File: src/rtl/cond_seq_pkg.sv
// ============================================================================
//  Module      : cond_seq_pkg
//  Description : Shared constants, state encoding and condition codes for the
//                conditional-execution sequencer.
//  Revision    : 1.0 - initial release
// ============================================================================
`default_nettype none

package cond_seq_pkg;

  localparam int COND_W = 4;
  localparam int FLAG_W = 2;
  localparam int CNT_W  = 16;

  typedef logic [2:0] state_t;

  localparam logic [2:0] ST_IDLE = 3'd0;
  localparam logic [2:0] ST_EVAL = 3'd1;
  localparam logic [2:0] ST_EXEC = 3'd2;
  localparam logic [2:0] ST_WB   = 3'd3;
  localparam logic [2:0] ST_SKIP = 3'd4;

  localparam logic [COND_W-1:0] COND_AL     = 4'd0;
  localparam logic [COND_W-1:0] COND_NV     = 4'd1;
  localparam logic [COND_W-1:0] COND_F1     = 4'd2;
  localparam logic [COND_W-1:0] COND_F2     = 4'd3;
  localparam logic [COND_W-1:0] COND_NF1    = 4'd4;
  localparam logic [COND_W-1:0] COND_NF1B   = 4'd5;
  localparam logic [COND_W-1:0] COND_AND    = 4'd6;
  localparam logic [COND_W-1:0] COND_OR     = 4'd7;
  localparam logic [COND_W-1:0] COND_XOR    = 4'd8;
  localparam logic [COND_W-1:0] COND_XNOR   = 4'd9;
  localparam logic [COND_W-1:0] COND_NAND   = 4'd10;
  localparam logic [COND_W-1:0] COND_NOR    = 4'd11;
  localparam logic [COND_W-1:0] COND_F1ANF2 = 4'd12;
  // ~f1 & f2
  localparam logic [COND_W-1:0] COND_F1NF2  = 4'd13;

endpackage

`default_nettype wire

File: src/rtl/cond_eval_unit.sv
// ============================================================================
//  Module      : cond_eval_unit
//  Description : Combinational condition evaluator over the two flag groups.
//  Revision    : 1.0 - initial release
// ============================================================================
`default_nettype none

module cond_eval_unit #(
  parameter int COND_W = cond_seq_pkg::COND_W,
  parameter int FLAG_W = cond_seq_pkg::FLAG_W
) (
  input  logic [COND_W-1:0] cond,
  input  logic [FLAG_W-1:0] f1,
  input  logic [FLAG_W-1:0] f2,
  output logic              pass
);
  import cond_seq_pkg::*;

  logic [FLAG_W-1:0] res;
  logic              unused_hi;

  always_comb begin
    res = '0;
    case (cond)
      COND_AL:     res = {FLAG_W{1'b1}};
      COND_NV:     res = '0;
      COND_F1:     res = f1;
      COND_F2:     res = f2;
      COND_NF1:    res = ~f1;
      COND_NF1B:   res = ~f1;
      COND_AND:    res = f1 & f2;
      COND_OR:     res = f1 | f2;
      COND_XOR:    res = f1 ^ f2;
      COND_XNOR:   res = ~(f1 ^ f2);
      COND_NAND:   res = ~(f1 & f2);
      COND_NOR:    res = ~(f1 | f2);
      COND_F1ANF2: res = f1 & ~f2;
      COND_F1NF2:  res = ~f1 & f2;
      default:     res = '0;
    endcase
  end

  // Only bit 0 of the bitwise result decides the condition.
  assign pass      = res[0];
  assign unused_hi = |res[FLAG_W-1:1];

endmodule

`default_nettype wire

File: src/rtl/cond_exec_sequencer.sv
// ============================================================================
//  Module      : cond_exec_sequencer
//  Description : Multicycle conditional-execution controller (IDLE/EVAL/EXEC/
//                WB/SKIP). Optional skip counter enabled by COND_SKIP_CNT_EN.
//  Revision    : 1.0 - initial release
// ============================================================================
`default_nettype none

module cond_exec_sequencer #(
  parameter int COND_W = cond_seq_pkg::COND_W,
  parameter int FLAG_W = cond_seq_pkg::FLAG_W,
  parameter int CNT_W  = cond_seq_pkg::CNT_W
) (
  input  logic              clk,
  input  logic              rst_n,
  input  logic              instr_valid,
  output logic              instr_ready,
  input  logic [COND_W-1:0] cond,
  input  logic [1:0]        flag_wr,
  input  logic              reg_wr_req,
  input  logic              mem_wr_req,
  output logic              alu_start,
  input  logic              alu_done,
  input  logic [FLAG_W-1:0] alu_flags1,
  input  logic [FLAG_W-1:0] alu_flags2,
  output logic              reg_we,
  output logic              mem_we,
  output logic              skipped,
  output logic [FLAG_W-1:0] flags1,
  output logic [FLAG_W-1:0] flags2,
  output logic [CNT_W-1:0]  skip_count
);
  import cond_seq_pkg::*;

  logic [2:0]        state_q, state_d;
  logic [COND_W-1:0] cond_q, cond_d;
  logic [1:0]        flag_wr_q, flag_wr_d;
  logic              reg_wr_q, reg_wr_d;
  logic              mem_wr_q, mem_wr_d;
  logic              exec_first_q, exec_first_d;
  logic [FLAG_W-1:0] alu_f1_q, alu_f1_d;
  logic [FLAG_W-1:0] alu_f2_q, alu_f2_d;
  logic [FLAG_W-1:0] flags1_q, flags1_d;
  logic [FLAG_W-1:0] flags2_q, flags2_d;
  logic              cond_pass;

  cond_eval_unit #(
    .COND_W (COND_W),
    .FLAG_W (FLAG_W)
  ) u_cond_eval (
    .cond (cond_q),
    .f1   (flags1_q),
    .f2   (flags2_q),
    .pass (cond_pass)
  );

  always_comb begin
    state_d      = state_q;
    cond_d       = cond_q;
    flag_wr_d    = flag_wr_q;
    reg_wr_d     = reg_wr_q;
    mem_wr_d     = mem_wr_q;
    exec_first_d = 1'b0;
    alu_f1_d     = alu_f1_q;
    alu_f2_d     = alu_f2_q;
    flags1_d     = flags1_q;
    flags2_d     = flags2_q;
    case (state_q)
      ST_IDLE: begin
        if (instr_valid) begin
          cond_d    = cond;
          flag_wr_d = flag_wr;
          reg_wr_d  = reg_wr_req;
          mem_wr_d  = mem_wr_req;
          state_d   = ST_EVAL;
        end
      end
      ST_EVAL: begin
        exec_first_d = cond_pass;
        state_d      = cond_pass ? ST_EXEC : ST_SKIP;
      end
      ST_EXEC: begin
        if (alu_done) begin
          alu_f1_d = alu_flags1;
          alu_f2_d = alu_flags2;
          state_d  = ST_WB;
        end
      end
      ST_WB: begin
        if (flag_wr_q[0]) flags1_d = alu_f1_q;
        if (flag_wr_q[1]) flags2_d = alu_f2_q;
        state_d = ST_IDLE;
      end
      ST_SKIP: state_d = ST_IDLE;
      default: state_d = ST_IDLE;
    endcase
  end

  always_ff @(posedge clk or negedge rst_n) begin
    if (!rst_n) begin
      state_q      <= ST_IDLE;
      cond_q       <= '0;
      flag_wr_q    <= '0;
      reg_wr_q     <= 1'b0;
      mem_wr_q     <= 1'b0;
      exec_first_q <= 1'b0;
      alu_f1_q     <= '0;
      alu_f2_q     <= '0;
      flags1_q     <= '0;
      flags2_q     <= '0;
    end else begin
      state_q      <= state_d;
      cond_q       <= cond_d;
      flag_wr_q    <= flag_wr_d;
      reg_wr_q     <= reg_wr_d;
      mem_wr_q     <= mem_wr_d;
      exec_first_q <= exec_first_d;
      alu_f1_q     <= alu_f1_d;
      alu_f2_q     <= alu_f2_d;
      flags1_q     <= flags1_d;
      flags2_q     <= flags2_d;
    end
  end

  // Pure state decodes: an async reset forces IDLE, so no enable can glitch.
  assign instr_ready = (state_q == ST_IDLE);
  assign alu_start   = (state_q == ST_EXEC) && exec_first_q;
  assign reg_we      = (state_q == ST_WB) && reg_wr_q;
  assign mem_we      = (state_q == ST_WB) && mem_wr_q;
  assign skipped     = (state_q == ST_SKIP);
  assign flags1      = flags1_q;
  assign flags2      = flags2_q;

`ifdef COND_SKIP_CNT_EN
  logic [CNT_W-1:0] skip_cnt_q, skip_cnt_d;

  always_comb begin
    skip_cnt_d = skip_cnt_q;
    if ((state_q == ST_SKIP) && (skip_cnt_q != {CNT_W{1'b1}})) begin
      skip_cnt_d = skip_cnt_q + 1'b1;
    end
  end

  always_ff @(posedge clk or negedge rst_n) begin
    if (!rst_n) skip_cnt_q <= '0;
    else        skip_cnt_q <= skip_cnt_d;
  end

  assign skip_count = skip_cnt_q;
`else
  assign skip_count = '0;
`endif

endmodule

`default_nettype wire

File: config.mk
export PLATFORM = sky130hd
export DESIGN_NAME = cond_exec_sequencer
export DESIGN_NICKNAME = d
export VERILOG_FILES = /design/src/rtl/cond_seq_pkg.sv /design/src/rtl/cond_eval_unit.sv /design/src/rtl/cond_exec_sequencer.sv
export SDC_FILE = /design/constraint.sdc
export NUM_CORES = 1
export LEC_CHECK = 0
export ABC_AREA = 1
export ABC_CLOCK_PERIOD_IN_PS = 2029
export CAP_MARGIN = 0
export CORE_MARGIN = 5
export CORE_UTILIZATION = 47
export CTS_BUF_LIST = sky130_fd_sc_hd__clkbuf_16
export DETAILED_ROUTE_END_ITERATION = 8
export GPL_TIMING_DRIVEN = 0
export PLACE_DENSITY_LB_ADDON = 0.2
export SLEW_MARGIN = 30
export SYNTH_ARGS = -nofsm -noshare
export SYNTH_HDL_FRONTEND = slang
export SYNTH_SLANG_ARGS = --single-unit
File: constraint.sdc
create_clock -name clk -period 2.03 [get_ports clk]
set_input_delay 0.406 -clock clk [delete_from_list [all_inputs] [get_ports clk]]
set_output_delay 0.406 -clock clk [all_outputs]
set_load 0.01 [all_outputs]
==> results.cfg <==
[cts]
clkSinkCount = 20
cts_tree = done
path_clk_slew_ns = 0.05
clk_latency_ns = 0.25
cts_made_buffers = 3
clk_path_buf_depth = 2
holdBufCountCts = 0
root_buffer = clkbuf_16
htree_levels = 1

[power]
power_density_nw_per_um2 = 1280
ir_worst_vdd_mv = 0.917
leakage_nw = 0.865

[die]
rows = 18
ios = 41
die_w_um = 59.5
die_h_um = 59.5
core-area_um2 = 2410
start_util_pct = 47.8
dieArea_um2 = 3540

[worst_setup_path]
start_kind = flop
arrival_ns = 1.54
crit_required_ns = 1.62
worstSetupPathType = flop to output pin
worst_setup_path_end_kind = output pin
worst-path-max-fanout = 2

[drt]
vias = 938
drc = 0
firstDrtPassIters = 4
drt-vias-per-instance = 4.42
wl_um = 2260
drt_iter0_markers = 14
routedWlPerCell_um = 10.7
drtAntennaViolNets = 0

[hold_path]
hold_path_class = primary input to async pin

[grt]
grt_first_pass_wirelength_um = 3800
grt_pass1_vias = 928
antenna_found_initial = 0
grt.total_usage_pct = 14.5
grt-ovfl-total = 0
grt_max_degree = 21

[timing]
timing.final.crit_share_pct = 96.0
fin_crit_ns = 1.95
max_freq_ghz = 0.513
finalHoldViolations = 0
drv_slew = 0
fin_skew_ns = 0.00233
setup_violations = 0
tns_ns = 0
rsz0062_at_grt = false

[logic_synthesis]
ys.flop_type = dfrtp_1
yosys_warnings = 0
synth_cell_types = 20
ys_ff_latch = 20
syn_area_um2 = 1150
async_flop_share_pct = 100
syn_inst = 138
synth.avg_cell_area_um2 = 8.35
synth_edf_count = 0
seq_area_frac_synth_pct = 43.4

[final_layout]
layout_common_cells = nand2_1 (28), inv_1 (20), clkdlybuf4s50_1 (20), nor2_1 (19)
final_area_um2 = 1570
drive_gt1_share_pct = 21.4
fin_nets = 204
n_antenna_cell = 0
mostFrequentLayoutCell = nand2_1
syn_to_final_growth_pct = 36.6
instances_no_fill = 212

[placement]
portBuffers = 24
gp_congestion = 0.779
dp.cells = 207
place_hpwl_um = 1820
placed_area_um2 = 1490

[run]
cap_viol_max_count = 0

[outcome]
status = finished clean
[what timing repair did]
item                                    4_1_cts  5_1_grt
pin swaps                                     1        0
buffers inserted                              2        0
endpoints found under the setup margin        2        1
resized for setup                             4        1
[sequential cells by signal, indices dropped and copies added (netlist names)]
name / cells
cond_q: 4
state_q: 3
alu_f1_q: 2
alu_f2_q: 2
flag_wr_q: 2
flags1: 2
flags2: 2
exec_first_q: 1
mem_wr_q: 1
reg_wr_q: 1
[path summary, 6_finish.rpt]
check / startpoint / end / slack (ns) / depth (start not counted)
worst max-delay path: state_q[0] / instr_ready / 0.08 / 3
worst min-delay path: rst_n / cond_q[1] / 0.09 / 1
worst max register to register: flags1[0] / state_q[2] / 0.43 / 10
worst min register to register: flag_wr_q[1] / flag_wr_q[1] / 0.51 / 1
max in group asynchronous: rst_n / state_q[2] / 1.61 / 1
min in group clk: flag_wr_q[1] / flag_wr_q[1] / 0.51 / 1
[per-stage QoR]
step | power [mW] | hold slack, ns | utilization (%) | setup slack, ns
2_1_floorplan | 1.32 | 0.110 | - | 0.616
3_3_place_gp | 1.56 | 0.479 | 61.7 | 0.139
3_5_place_dp | 1.61 | 0.488 | 61.7 | 0.120
4_1_cts | 2.03 | 0.511 | 65.4 | 0.00913
5_1_grt | 2.18 | 0.137 | 65.3 | 0.0188
6_report | 2.01 | 0.0945 | 65.3 | 0.0806
[area by class of cell]
type / count / area (um^2)
Buffer: 17 / 131
Timing Repair Buffer: 26 / 250
Sequential cell: 20 / 503
Fill cell: 214 / 836
Multi-Input combinational cell: 96 / 502
Tap cell: 30 / 37.5
Clock buffer: 3 / 75.1
Inverter: 20 / 75.1
[worst max-delay path, stage by stage, from the launching register on]
cell	delay (ns)
dfrtp_1	0.37
buf_4	0.15
nor3_4	0.21
clkdlybuf4s50_1	0.57
[kinds of logic after synthesis]
family                     after synthesis  share of synthesized area, %
and+or+nand+nor                         59                          22.9
buffers and inverters                   37                          17.9
DFF                                     20                          43.4
AOI/OAI and AO/OA                       15                          8.47
adders and majority gates                4                          4.34
muxes                                    2                          2.61
other                                    1                         0.325
[cells in the mapped netlist (2+ instances only)]
master / instances / area share (%)
dfrtp_1: 20 / 43
nand2_1: 28 / 9.1
ha_1: 4 / 4.3
nor2_1: 19 / 6.2
nor2_2: 3 / 1.6
nand3_1: 4 / 1.7
a21oi_1: 4 / 1.7
inv_1: 20 / 6.5
mux2_4: 2 / 2.6
a21oi_2: 6 / 4.6
buf_4: 16 / 10
o21ai_1: 4 / 1.7
[per-layer routing]
metal,vias up,GRT usage (%),share of wire (%)
li1,476,-,-
met1,425,14.4,38
met2,32,27.5,52
met3,5,4.14,8.1
met4,0,6.65,1.9
met5,-,0,0
[report_power, final]
part           switching (mW)  internal, mW
Clock                   0.132         0.259
Sequential              0.146         0.580
Combinational           0.473         0.419
Total                   0.750          1.26
No activity file was read; power rests on OpenSTA's default activity.
==> RTL change: new RTL, same settings <==
Add a define of `COND_SKIP_CNT_EN`.
--- a/src/rtl/cond_exec_sequencer.sv
+++ b/src/rtl/cond_exec_sequencer.sv
@@ -7,2 +7,4 @@
 `default_nettype none
+
+`define COND_SKIP_CNT_EN
 
Function: changed (a bounded check fails within 4 cycles, from zero or initial values and one cycle with rst_n low).
==> RTL change against the unedited design <==
- area after synthesis is 69% higher
- highest routed layer unchanged
- final area grew 69%
- non-clock buffer count increased by 2
- wire length increased by 95%
- the flow now finishes with violations (hold timing)
- sequential cell count grew 16
- total power up 60%
- setup slack better by 0.11 ns
- sequential power increased by 54%
==> RTL change: results (changes against the unedited design) <==
[run_status]
status=complete, but fails checks
failed_checks=hold timing

[power_and_ir_drop]
p_leak_uw=0.00130  ; +50%
swShare_pct=31.9  ; -5.5 points
ir_drop_mv=0.712  ; -22%
power.clock.fraction_pct=34.7  ; +15 points
power.total_uw=3200  ; +60%

[route]
viasPerCell=4.99  ; +13%
dr.first_iter.drc_count=109  ; +95

[sta]
hold_violations=10  ; +10
timing.hold.ws_ns=-0.00314  ; -0.0977 ns
worst_slack_ns=0.195  ; +0.114 ns
clock-skew-final_ns=0.00367  ; +0.00134 ns

[synth]
syn-instance-count=262  ; +90%
yosysSeqAreaShare_pct=46.1  ; +2.7 points
synth_area_leaders=dfrtp_1 46%, nand2_1 18%, nor2_1 6.7%
synth.top_cells.by_count=94 x nand2_1, 36 x dfrtp_1, 35 x nor2_1

[critical_path]
critPathMaxFanout=5  ; +3
max_stage_delay_ns=0.45  ; -0.12 ns
crit_slowest_cell=dfrtp_2
reg2reg_slack_ns=0.33  ; -0.10 ns
reg2reg_from=skip_count[0]$_DFFE_PN0P_
arrival_ns=1.43  ; -0.11 ns
crit_end=reg_we

[finish]
nets=332  ; +63%
n_fill_cell=363  ; +70%
largest_register_ff_count=16  ; +12

[global_route]
grt_start_max_net_pins=27  ; +29%
met1_usage_pct=24.0  ; +9.6 points
grt_pass1_wl_microns=7640  ; +100%
grt_usage_pct=18.1  ; +3.6 points
grt_pass1_vias=1699  ; +83%

[clock_network]
worstSkewPairLatency_ns=0.28  ; +0.03 ns
htree_levels=2  ; +1

[placement]
port_buffers=40  ; +67%
dp_cells=353  ; +71%
finalWeightedCongestion=0.795  ; +2.1%

## RTL change: changes by cell type after synthesis, moves of 4 or more
cell	before	now
nand4_1	1	5
dfrtp_1	20	36
xnor2_1	0	8
inv_1	20	29
nand3_1	4	17
a21oi_2	6	0
nor2_1	19	35
buf_4	16	0
a21oi_1	4	11
o21ai_1	4	0
o21ai_0	1	9
nand2_1	28	94
## RTL change: cell type report
| cell class | count | area, sq um | share of cell area, % |
|---|---|---|---|
| Multi-Input combinational cell | 193 | 930 | 34.9 |
| Sequential cell | 36 | 902 | 33.9 |
| Timing Repair Buffer | 42 | 420 | 15.8 |
| Clock buffer | 5 | 125 | 4.70 |
| Inverter | 30 | 113 | 4.23 |
| Clock inverter | 3 | 90.1 | 3.38 |
| Tap cell | 50 | 62.6 | 2.35 |
| Buffer | 3 | 21.3 | 0.798 |
## RTL change: cell families (layout without fill, tap and decap cells)
kind of cell    after synthesis  count (layout)  share of synthesized area, %
compound gates               21              21                          5.96
xor+xnor                      8               8                          3.59
fa+ha+maj                     5               5                          3.20
buf+inv                      33              83                          6.85
flops                        36              36                          46.1
simple gates                159             159                          34.3
## RTL change: worst register-to-register path, stage by stage, from the launching register on
cell	delay, ns
dfrtp_1	0.42
ha_1	0.25
nand3_2	0.12
inv_2	0.07
nand2_4	0.08
nor2_1	0.05
nor2_1	0.21
buf_2	0.29
nand2_1	0.08
nand2_1	0.07
## RTL change: repair_timing
item,CTS,global route
resized for setup,7,1
buffers inserted,1,0
setup endpoints to repair,4,1
## RTL change: routing by layer
metal,part of all wire [%],vias to the layer above
li1,-,914
met1,46,834
met2,48,50
met3,4.7,9
met4,1.7,0
met5,0,-
